--- config.mk ---
export PLATFORM = sky130hd
export DESIGN_NAME = sap1_prog_loader
export DESIGN_NICKNAME = d
export VERILOG_FILES = /design/src/rtl/sap1_prog_loader.sv
export SDC_FILE = /design/constraint.sdc
export NUM_CORES = 1
export LEC_CHECK = 0
export BUFFER_PORTS_ARGS = -buffer_cell sky130_fd_sc_hd__buf_2
export CAP_MARGIN = 10
export CORE_ASPECT_RATIO = 0.6
export CORE_UTILIZATION = 45
export DETAILED_ROUTE_END_ITERATION = 12
export MAX_ROUTING_LAYER = met4
export PLACE_DENSITY = 0.71
export SLEW_MARGIN = 20
export SYNTH_ARGS = -nofsm -noshare
export SYNTH_HDL_FRONTEND = slang
export SYNTH_SLANG_ARGS = --single-unit
--- constraint.sdc ---
create_clock -name clk -period 4.78 [get_ports clk]
set_input_delay 0.717 -clock clk [delete_from_list [all_inputs] [get_ports clk]]
set_output_delay 0.717 -clock clk [all_outputs]
set_load 0.02 [all_outputs]
--- src/rtl/sap1_prog_loader.sv ---
// rtl/sap1_prog_loader.sv - SAP-1 programming-mode sequencer feeding the MAR/RAM programming path
module sap1_prog_loader #(
    parameter int ADDR_W    = 4,
    parameter int DATA_W    = 8,
    parameter int DEPTH     = 16,
    parameter int WE_CYCLES = 1
) (
    input  logic              clk,
    input  logic              clr,
    input  logic              start,
    input  logic              in_valid,
    input  logic [DATA_W-1:0] in_data,
    output logic              in_ready,
    output logic [ADDR_W-1:0] prog_addr,
    output logic [DATA_W-1:0] prog_data,
    output logic              prog_we,
    output logic              select,
    output logic              cpu_clr,
    output logic              busy,
    output logic              done
);

    localparam int CNT_W = (WE_CYCLES > 1) ? $clog2(WE_CYCLES) : 1;
    localparam logic [CNT_W-1:0]  CNT_LAST  = CNT_W'(WE_CYCLES - 1);
    localparam logic [ADDR_W-1:0] ADDR_LAST = ADDR_W'(DEPTH - 1);

    typedef enum logic [1:0] {S_IDLE, S_LOAD, S_WRITE, S_DONE} state_t;

    state_t             state, state_n;
    logic [CNT_W-1:0]   cnt, cnt_n;
    logic [ADDR_W-1:0]  addr_n;
    logic [DATA_W-1:0]  data_n;
    logic               we_n, ready_n, select_n, cpu_clr_n, busy_n, done_n;
    logic               accept, pulse_end;

    // A byte is taken only while the registered ready is up in LOAD, so no input reaches an output combinationally
    assign accept    = (state == S_LOAD) && in_valid && in_ready;
    assign pulse_end = (state == S_WRITE) && (cnt == CNT_LAST);

    // State register
    always_ff @(posedge clk or posedge clr) begin
        if (clr) state <= S_IDLE;
        else     state <= state_n;
    end

    // Next-state logic
    always_comb begin
        state_n = state;
        case (state)
            S_IDLE:  if (start) state_n = S_LOAD;
            S_LOAD:  if (accept) state_n = S_WRITE;
            S_WRITE: if (pulse_end) state_n = (prog_addr == ADDR_LAST) ? S_DONE : S_LOAD;
            S_DONE:  state_n = S_IDLE;
            default: state_n = S_IDLE;
        endcase
    end

    // Next values of the registered outputs; address/data only move outside a write pulse
    always_comb begin
        addr_n    = prog_addr;
        data_n    = prog_data;
        cnt_n     = cnt;
        we_n      = 1'b0;
        ready_n   = 1'b0;
        select_n  = select;
        cpu_clr_n = cpu_clr;
        done_n    = 1'b0;
        case (state)
            S_IDLE: begin
                if (start) begin
                    addr_n    = '0;
                    select_n  = 1'b0;
                    cpu_clr_n = 1'b1;
                    ready_n   = 1'b1;
                end
            end
            S_LOAD: begin
                ready_n = 1'b1;
                if (accept) begin
                    data_n  = in_data;
                    ready_n = 1'b0;
                    we_n    = 1'b1;
                    cnt_n   = '0;
                end
            end
            S_WRITE: begin
                if (pulse_end) begin
                    if (prog_addr == ADDR_LAST) begin
                        done_n = 1'b1;
                    end else begin
                        addr_n  = prog_addr + ADDR_W'(1);
                        ready_n = 1'b1;
                    end
                end else begin
                    cnt_n = cnt + CNT_W'(1);
                    we_n  = 1'b1;
                end
            end
            S_DONE: begin
                select_n  = 1'b1;
                cpu_clr_n = 1'b0;
                addr_n    = '0;
            end
            default: ;
        endcase
        busy_n = (state_n != S_IDLE);
    end

    // Output registers; clr drops the write enable at once without finishing the pulse
    always_ff @(posedge clk or posedge clr) begin
        if (clr) begin
            prog_addr <= '0;
            prog_data <= '0;
            prog_we   <= 1'b0;
            in_ready  <= 1'b0;
            select    <= 1'b1;
            cpu_clr   <= 1'b0;
            busy      <= 1'b0;
            done      <= 1'b0;
            cnt       <= '0;
        end else begin
            prog_addr <= addr_n;
            prog_data <= data_n;
            prog_we   <= we_n;
            in_ready  <= ready_n;
            select    <= select_n;
            cpu_clr   <= cpu_clr_n;
            busy      <= busy_n;
            done      <= done_n;
            cnt       <= cnt_n;
        end
    end

endmodule

==> results.yml, run 1 <==
yosys:
  synth_nets: 114
  syn_area_mm2: 0.00105
  ys_types: 30
  synth_top_family_by_area: "compound AO/OA/AOI/OAI gates"
  yosysWarnings: 0
  synthCells: 95
  yosysSeqAreaShare_pct: 50.0
  yosys.area_share.simple_pct: 14.8
  synth_compound_area_share_pct: 16.0
  synth_area_leaders: "dfrtp_1 (48%), mux2_2 (8.6%), ha_1 (8.3%)"
  synth_xor_area_share_pct: 0
  synth_seq_cells: 21
  synth_top_cell_by_area: "dfrtp_1"
  synth_top_area_share_pct: 47.5
  synth_mux_area_share_pct: 8.55
  synth_fa_ha_area_share_pct: 8.31
  syn_area_per_cell_um2: 11.1
cts:
  numClockSinks: 21
  cts_setup_buffers: 0
  cts_inserted_buffers: 3
  cts_tree: "yes"
  clockRootBuffer: "clkbuf_8"
  ctsHoldBuffers: 0
  cts.repair.resized: 0
  cts_buffer_depth: 2
  clk_latency_ns: 0.26
  htree_levels: 1
  clk_pin_slew_ns: 0.08
run:
  cap_viol_max_count: 0
floorplan:
  die_area_mm2: 0.00255
  die_y_um: 39.5
  coreArea_mm2: 0.00218
  start_util_pct: 48.3
  die_w_um: 64.5
  row_count: 13
  ioPinCount: 30
placed_design:
  dp.cells: 153
  port-buffer-count: 29
  gp_congestion: 0.886
  hpwlAfterDp_mm: 1.65
final_layout:
  drive_gt1_share_pct: 34.6
  final_cells: 157
  diodes: 0
  nFillCells: 197
  nNetsFinal: 147
  area_delta_synth_final_pct: 21.3
routing:
  via_count: 824
  ant_nets: 0
  drt_iter0_markers: 13
  dr.pass1.iters: 4
  wl_mm: 2.16
  vias_per_cell: 5.25
  post_drt_wl_per_cell_um: 13.8
  drc: 0
setup_path:
  timing.critical_path.buf_inv: 1
  arrival_ns: 1.88
  setup.worst_path.end_class: "flip-flop"
  crit_required_ns: 4.91
  cp_cell_sequence: "inv_1 > ha_1 > and3b_1 > a221oi_2 > o221ai_1"
  max_stage_delay_ns: 0.43
  crit_type: "reg2reg"
  critPathSlowestCell: "dfrtp_1"
  path_delay_family: "compound AO/OA/AOI/OAI gates"
  start_kind: "flip-flop"
  cp_max_fo: 10
timing:
  slew_violations: 0
  worstMarginPinSlew_ns: 0.778
  setup_tns_ns: 0
  finalCritPeriodShare_pct: 36.7
  setup_viol: 0
  rsz0062_at_grt: "no"
  fin_crit_ns: 1.76
  hold_viol: 0
  max_freq_mhz: 569
  clock_skew_ns: 0.00212
  maxSlewHeadroom_pct: 48.1
power_and_ir_drop:
  leakage_nw: 0.630
  switching_share_pct: 42.5
  combPwrFrac_pct: 49.2
  p_int_w: 0.000459
  pwr-share-seq_pct: 36.1
  vdd_drop_max_mv: 0.326
  p_sw_w: 0.000339
  p_clk_share_pct: 14.6
  p_per_area_mw_per_mm2: 624
outcome:
  status: "completed"
global_route:
  antenna_found_initial: 0
  gr-usage-all-layers_pct: 19.8
  grt_overflow: 0
  grt_pass1_wl_mm: 3.39
  first_global_vias: 704
  grt_max_degree: 22
hold_path:
  worstHoldPathType: "reg2reg"
-- cells in the mapped netlist --
cell type  count
a211oi_1       1
a21boi_0       1
a21o_1         2
a21oi_1        5
a221o_1        1
a221oi_2       1
a222oi_1       1
a2bb2oi_1      1
a311oi_1       1
a31oi_1        2
and2_1         3
and3_1         2
and3b_1        1
buf_2          1
dfrtp_1       20
dfstp_2        1
ha_1           7
inv_1          5
mux2_2         8
nand2_1        6
nand2b_1       4
nand3_1        5
nand3_2        1
nand3b_1       1
nor2_1         4
nor2b_1        1
nor3_1         1
o211ai_1       2
o21ai_0        5
o221ai_1       1
-- layout make-up --
| class | instances | area (µm²) | share of cell area, % |
|---|---|---|---|
| Tap cell | 30 | 37.5 | 2.94 |
| Clock buffer | 3 | 41.3 | 3.23 |
| Inverter | 5 | 18.8 | 1.47 |
| Clock inverter | 1 | 5.00 | 0.392 |
| Multi-Input combinational cell | 68 | 503 | 39.4 |
| Timing Repair Buffer | 29 | 145 | 11.4 |
| Sequential cell | 21 | 527 | 41.2 |
-- logic make-up after synthesis --
kind of cell	after synthesis
and+or+nand+nor	29
AOI/OAI and AO/OA	24
DFF	21
muxes	8
adders and majority gates	7
buffers and inverters	6
-- sequential cells by signal, summed over array words and instances (netlist names) --
| name | flops |
|---|---|
| prog_addr | 4 |
| prog_data | 8 |
| done | 1 |
| prog_we | 1 |
| busy | 1 |
| in_ready | 1 |
| cnt | 1 |
| select | 1 |
| cpu_clr | 1 |
| state | 2 |
-- cells in the final DEF, fill, tap and decap left out, types with 2 or more instances in the layout --
cell type | synthesis | final
a21o_1 | 2 | 2
nand2b_1 | 4 | 4
o211ai_1 | 2 | 2
o21ai_0 | 5 | 5
and3_1 | 2 | 2
inv_1 | 5 | 5
a31oi_1 | 2 | 2
and2_1 | 3 | 3
nand3_1 | 5 | 5
ha_1 | 7 | 7
mux2_2 | 8 | 8
nor2_1 | 4 | 4
dfrtp_1 | 20 | 20
a21oi_1 | 5 | 5
clkbuf_8 | 0 | 3
nand2_1 | 6 | 6
buf_2 | 1 | 29
-- per-layer routing --
metal / share of wire [%] / GRT usage [%]
met1: 49 / 25.5
met2: 43 / 27.9
met3: 6.6 / 7.56
met4: 0.97 / 8.33
met5: 0 / -
-- worst register-to-register path, stage by stage (launching register included) --
cell and delay (ns):
dfrtp_1 0.43, inv_1 0.12, ha_1 0.33, and3b_1 0.26, a221oi_2 0.32, o221ai_1 0.16
-- final timing paths --
path                                     end  cells after the start    startpoint  slack [ns]
worst max register to register          busy                      5      state[0]        3.02
worst min-delay path            prog_data[6]                      1  prog_data[6]        0.50
min in group asynchronous       prog_addr[3]                      2           clr        0.58
worst min register to register  prog_data[6]                      1  prog_data[6]        0.50
worst max-delay path                    busy                      5      state[0]        3.02
max in group asynchronous       prog_addr[2]                      2           clr        3.71
-- metrics by stage --
step	setup slack [ns]	cell area, µm²	util, %	total power [W]	hold slack [ns]
after floorplan	3.21	1050	-	0.000566	0.546
final	3.02	1280	58.6	0.000798	0.502
after detailed placement	3.04	1230	56.5	0.000686	0.490
after CTS	3.02	1280	58.6	0.000805	0.508
after global placement	3.15	1230	56.5	0.000670	0.482
after global routing	2.94	1280	58.6	0.000858	0.523
-- power by group through the flow --
stage | combinational (W) | clock [W] | sequential (W)
final | 0.000393 | 0.000117 | 0.000288
after global routing | 0.000429 | 0.000131 | 0.000298
after CTS | 0.000395 | 0.000121 | 0.000289
after detailed placement | 0.000393 | 0 | 0.000293
after global placement | 0.000382 | 0 | 0.000288
after floorplan | 0.000206 | 0 | 0.000360
Power figures use the tool's default switching activity.
==> run 2, diff against run 1 <==
- PLACE_DENSITY: 0.71 -> 0.73
- clock period: 4.78 -> 1.4 ns (I/O delays scaled with it)
==> results.yml, run 2 (same netlist as run 1, synthesis figures left out) <==
final_layout:
  reg_top3: "prog_data: 8 flops, prog_addr: 4 flops, state: 2 flops"
  nFillCells: 146
  area_delta_synth_final_pct: 46.2
  utilization_pct: 70.7
  drive_gt1_share_pct: 55.8
  area.sequential_um2: 531
  mostFrequentLayoutCells: "buf_2 (29), buf_4 (19), dfrtp_1 (17)"
  regMostFlops: "prog_data"
  design_area_mm2: 0.00154
  nNetsFinal: 167
  largest_register_ff_count: 8
  multi_input_area_um2: 609
  diodes: 0
  layout_commonest_cell: "buf_2"
setup_path:
  regToRegEndpoint: "busy"
  crit_type: "reg2reg"
  start_kind: "flip-flop"
  r2r-start: "state[1]"
  crit_required_ns: 1.53
  arrival_ns: 1.57
  worst-r2r-setup-slack_ns: -0.04
  cp_max_fo: 4
  worstRegToRegCells: 4
  setup.worst_path.end_class: "flip-flop"
hold_path:
  min_path_cells: 2
  worstHoldPathType: "in2reg"
  hold_start: "in_data[0]"
  holdPathEnd: "prog_data[0]"
cts:
  clk_pin_slew_ns: 0.07
  cts_buffer_depth: 2
  htree_levels: 1
  cts_tree: "yes"
  cts_inserted_buffers: 3
  numClockSinks: 21
  clockRootBuffer: "clkbuf_8"
  clk_latency_ns: 0.26
global_route:
  grt_pass1_wl_mm: 4.06
  grt_overflow: 0
  antenna_found_initial: 0
  first_global_vias: 867
  gr-usage-all-layers_pct: 23.2
  grt_max_degree: 13
timing:
  rsz0062_at_grt: "yes"
  worstMarginPinSlew_ns: 0.468
  setup_viol: 2
  max_freq_mhz: 692
  clock_skew_ns: 0.00110
  hold_viol: 0
  slew_violations: 0
  whs_ns: 0.181
  maxSlewHeadroom_pct: 68.8
  fin_crit_ns: 1.44
  setup_slack_ns: -0.0446
  finalCritPeriodShare_pct: 103
run:
  cap_viol_max_count: 0
routing:
  dr.pass1.iters: 7
  wl_mm: 2.80
  via_count: 951
  drc: 0
  post_drt_wl_per_cell_um: 15.8
  vias_per_cell: 5.37
  ant_nets: 0
  drt_iter0_markers: 60
placed_design:
  post_dp_cell_area_mm2: 0.00138
  place_ws_ns: -0.182
  hpwlAfterDp_mm: 1.94
  gp_congestion: 0.883
  port-buffer-count: 29
power_and_ir_drop:
  leakage_nw: 0.731
  vdd_drop_max_mv: 1.07
  p_per_area_mw_per_mm2: 2150
floorplan:
  ioPinCount: 30
  die_y_um: 39.5
  coreArea_mm2: 0.00218
  start_util_pct: 48.3
  row_count: 13
  die_area_mm2: 0.00255
  die_w_um: 64.5
outcome:
  status: "complete, but fails checks"
  violations: "negative setup slack"
[run 2: critical path: stages, from the launching register on]
cell      delay [ns]
dfrtp_2         0.46
ha_4            0.19
and3b_2         0.23
a221oi_4        0.28
o221ai_1        0.15
[run 2: stage by stage]
step	total power, W	setup TNS, ns	instances
2_1_floorplan	0.00198	-0.371	95
3_3_place_gp	0.00257	-1.13	171
3_5_place_dp	0.00262	-2.02	171
4_1_cts	0.00314	-0.0201	177
5_1_grt	0.00352	-0.379	177
6_report	0.00332	-0.0591	177
[run 2: worst max path at each step]
stage              from      endpoint  slack (ns)  depth (start not counted)
6_report       state[1]          busy       -0.04                          4
5_1_grt        state[0]          busy       -0.11                          6
4_1_cts        state[1]          busy       -0.02                          5
3_5_place_dp   state[1]  prog_data[3]       -0.18                          4
3_3_place_gp   state[1]  prog_data[5]       -0.11                          4
2_1_floorplan  state[0]          busy       -0.04                          6
[run 2: final cells by class]
cell class                      instances  area share, %
Inverter                                5           1.22
Clock buffer                            3           2.68
Timing Repair Buffer                   49           19.3
Sequential cell                        21           34.4
Clock inverter                          1          0.325
Multi-Input combinational cell         68           39.6
Tap cell                               30           2.44
[run 2: power by group]
group	total (W)	internal, W	switching, W
registers	0.000988	0.000849	0.000139
clock network	0.000396	0.000198	0.000197
logic	0.00193	0.000849	0.00108
[run 2: what timing repair did]
action / 4_1_cts / 5_1_grt
endpoints found under the setup margin: 17 / 8
buffers inserted: 1 / 0
resized for setup: 11 / 10
hold buffers: 1 / 0
pin swaps: 2 / 5
endpoints found under the hold margin: 10 / 0
[run 2: layer usage]
layer / wire, µm / global-route usage [%] / part of all wire [%] / up-vias
li1: - / - / - / 453
met1: 1200 / 31.3 / 43 / 447
met2: 1360 / 33.4 / 48 / 45
met3: 207 / 6.69 / 7.4 / 6
met4: 38 / 7.78 / 1.4 / 0
met5: 0 / - / 0 / -
==> run 3, diff against run 2 <==
- ABC_AREA: unset -> 1
- PLACE_DENSITY: 0.73 -> 0.74
- clock period: 1.4 -> 1.25 ns (I/O delays scaled with it)
==> results.yml, run 3 <==
outcome:
  status: "complete, but fails checks"
  violations: "negative setup slack"
setup_path:
  cp_max_fo: 8
  crit_required_ns: 1.40
  start_kind: "flip-flop"
  critPathSlowestCell: "dfrtp_1"
  max_stage_delay_ns: 0.41
  crit_type: "reg2reg"
  cp_cell_sequence: "inv_4 > ha_4 > nand2_1 > nand2_1 > nor2_1 > nand2_2 > nand2_1 > o21ai_1"
  path_common_cell: "nand2_1"
  arrival_ns: 1.51
  setup.worst_path.end_class: "flip-flop"
routing:
  post_drt_wl_per_cell_um: 14.1
  drt_iter0_markers: 51
  dr.pass1.iters: 4
  drc: 0
  wl_mm: 2.89
  vias_per_cell: 4.99
  via_count: 1017
  ant_nets: 0
yosys:
  synth_top_area_share_pct: 48.7
  synth-edff-count: 0
  synth_ff_type: "dfrtp_1"
  synth_top_cell_by_area: "dfrtp_1"
  synthCells: 122
  syn_area_mm2: 0.00103
  yosysSeqAreaShare_pct: 51.2
  syn_area_per_cell_um2: 8.43
  yosys-top-cells-count: "nand2_1 (46), dfrtp_1 (20), inv_1 (13)"
  ys_async_sr_fraction_pct: 100
  synth_seq_cells: 21
  ys_types: 21
  synth_area_leaders: "dfrtp_1 (49%), nand2_1 (17%), ha_1 (8.5%)"
  synth_nets: 141
  yosysWarnings: 0
  yosysMostFrequentCell: "nand2_1"
floorplan:
  die_y_um: 39.0
  coreArea_mm2: 0.00200
  die_w_um: 63.7
  ioPinCount: 30
  die_area_mm2: 0.00249
  row_count: 12
  start_util_pct: 51.5
power_and_ir_drop:
  p_total_w: 0.00368
  pwr-share-seq_pct: 30.0
  switching_share_pct: 44.0
  vdd_drop_max_mv: 1.53
  combPwrFrac_pct: 57.9
  p_per_area_mw_per_mm2: 2430
  p_sw_w: 0.00162
  p_clk_share_pct: 12.1
  p_int_w: 0.00206
  leakage_nw: 0.818
final_layout:
  layout_commonest_cell: "nand2_1"
  reg_top3: "prog_data: 8 flops, prog_addr: 4 flops, state: 2 flops"
  nNetsFinal: 196
  mostFrequentLayoutCells: "nand2_1 (45), buf_2 (29), buf_4 (21)"
  multi_input_area_um2: 517
  area.sequential_um2: 528
  regMostFlops: "prog_data"
  area_delta_synth_final_pct: 46.8
  diodes: 0
  nFillCells: 126
  drive_gt1_share_pct: 43.2
  largest_register_ff_count: 8
placed_design:
  hpwlAfterDp_mm: 1.74
  gp_congestion: 0.828
  port-buffer-count: 29
  place_ws_ns: -0.123
run:
  cap_viol_max_count: 0
timing:
  worstMarginPinSlew_ns: 0.264
  hold_viol: 0
  fin_crit_ns: 1.36
  rsz0062_at_grt: "yes"
  maxSlewHeadroom_pct: 82.4
  setup_slack_ns: -0.114
  max_freq_mhz: 733
  finalCritPeriodShare_pct: 109
  clock_skew_ns: 0.00218
  setup_viol: 20
  slew_violations: 0
cts:
  numClockSinks: 21
  clk_latency_ns: 0.26
  cts_inserted_buffers: 3
  clockRootBuffer: "clkbuf_8"
  cts_tree: "yes"
  htree_levels: 1
  cts_buffer_depth: 2
  clk_pin_slew_ns: 0.07
global_route:
  grt_max_degree: 22
  first_global_vias: 770
  antenna_found_initial: 0
  grt_overflow: 0
  grt_pass1_wl_mm: 3.59
  gr-usage-all-layers_pct: 21.0
hold_path:
  worstHoldPathType: "in2reg"
-- run 3: changes by cell type after synthesis, moves of 3 or more --
| cell | before | now |
|---|---|---|
| a21oi_1 | 5 | 2 |
| and2_1 | 3 | 0 |
| inv_1 | 5 | 13 |
| mux2_2 | 8 | 0 |
| nand2_1 | 6 | 46 |
| nand2b_1 | 4 | 0 |
| nand3_1 | 5 | 8 |
| nor2_1 | 4 | 7 |
| o21ai_0 | 5 | 1 |
| o21ai_1 | 0 | 4 |
-- run 3: final timing paths --
| kind | start | to | slack (ns) | cells after the start |
|---|---|---|---|---|
| hold / removal | in_data[2] | prog_data[2] | 0.12 | 3 |
| hold reg to reg | prog_data[6] | prog_data[6] | 0.48 | 2 |
| setup / recovery | state[0] | prog_addr[0] | -0.11 | 8 |
| max in group asynchronous | clr | select | 0.49 | 4 |
| min in group asynchronous | clr | prog_addr[2] | 0.50 | 4 |
| setup reg to reg | state[0] | prog_addr[0] | -0.11 | 8 |
-- run 3: final cells by class --
type	count	area share (%)
clock inverters	1	0.331
well taps	28	2.32
clock buffers	3	2.73
inverters	14	3.98
repair buffers	52	21.5
multi-input cells	85	34.2
flip-flops and latches	21	35.0
-- run 3: timing repair --
action                     CTS  global route
setup endpoints to repair   17            20
buffers inserted             1             5
pin swaps                    4            10
hold buffers                 1             0
hold endpoints to repair    20             0
gates resized for setup     12            11
-- run 3: routing by layer --
layer	vias to the layer above	GRT usage (%)	share of wire, %
li1	488	-	-
met2	47	31.6	46
met3	6	7.06	8.0
met5	-	-	0
met4	0	5.11	0.94
met1	476	27.4	45
-- run 3: through the flow --
step | utilization (%) | instances | hold WS [ns] | setup TNS [ns] | area (µm²)
finish | 75.6 | 204 | 0.116 | -1.36 | 1510
floorplan | - | 122 | 0.163 | -0.0200 | 1030
CTS | 72.3 | 200 | 0.115 | -0.265 | 1440
global placement | 66.3 | 194 | 0.228 | -0.537 | 1320
detailed placement | 66.3 | 194 | 0.243 | -1.07 | 1320
global route | 75.6 | 204 | 0.120 | -2.11 | 1510
-- run 3: power by group through the flow --
stage                     registers, W  logic, W  clock network [W]
final                          0.00110   0.00213           0.000445
after global routing           0.00113   0.00229           0.000481
after CTS                      0.00110   0.00187           0.000461
after detailed placement       0.00109   0.00171                  0
after global placement         0.00108   0.00167                  0
after floorplan                0.00136  0.000791                  0
-- run 3: cell families after synthesis --
logic type | after synthesis | share of synthesized area [%]
compound gates | 11 | 6.21
flops | 21 | 51.2
buf+inv | 16 | 6.57
xor+xnor | 1 | 0.852
fa+ha+maj | 7 | 8.52
simple gates | 66 | 26.6
-- run 3: critical path, delay by kind of cell, from the launching register on --
kind | cells | cell delay [ns]
adder cells (fa/ha/maj) | 1 | 0.18
flip-flops | 1 | 0.41
buffers and inverters | 1 | 0.09
AO/OA/AOI/OAI | 1 | 0.07
AND/OR/NAND/NOR | 5 | 0.51
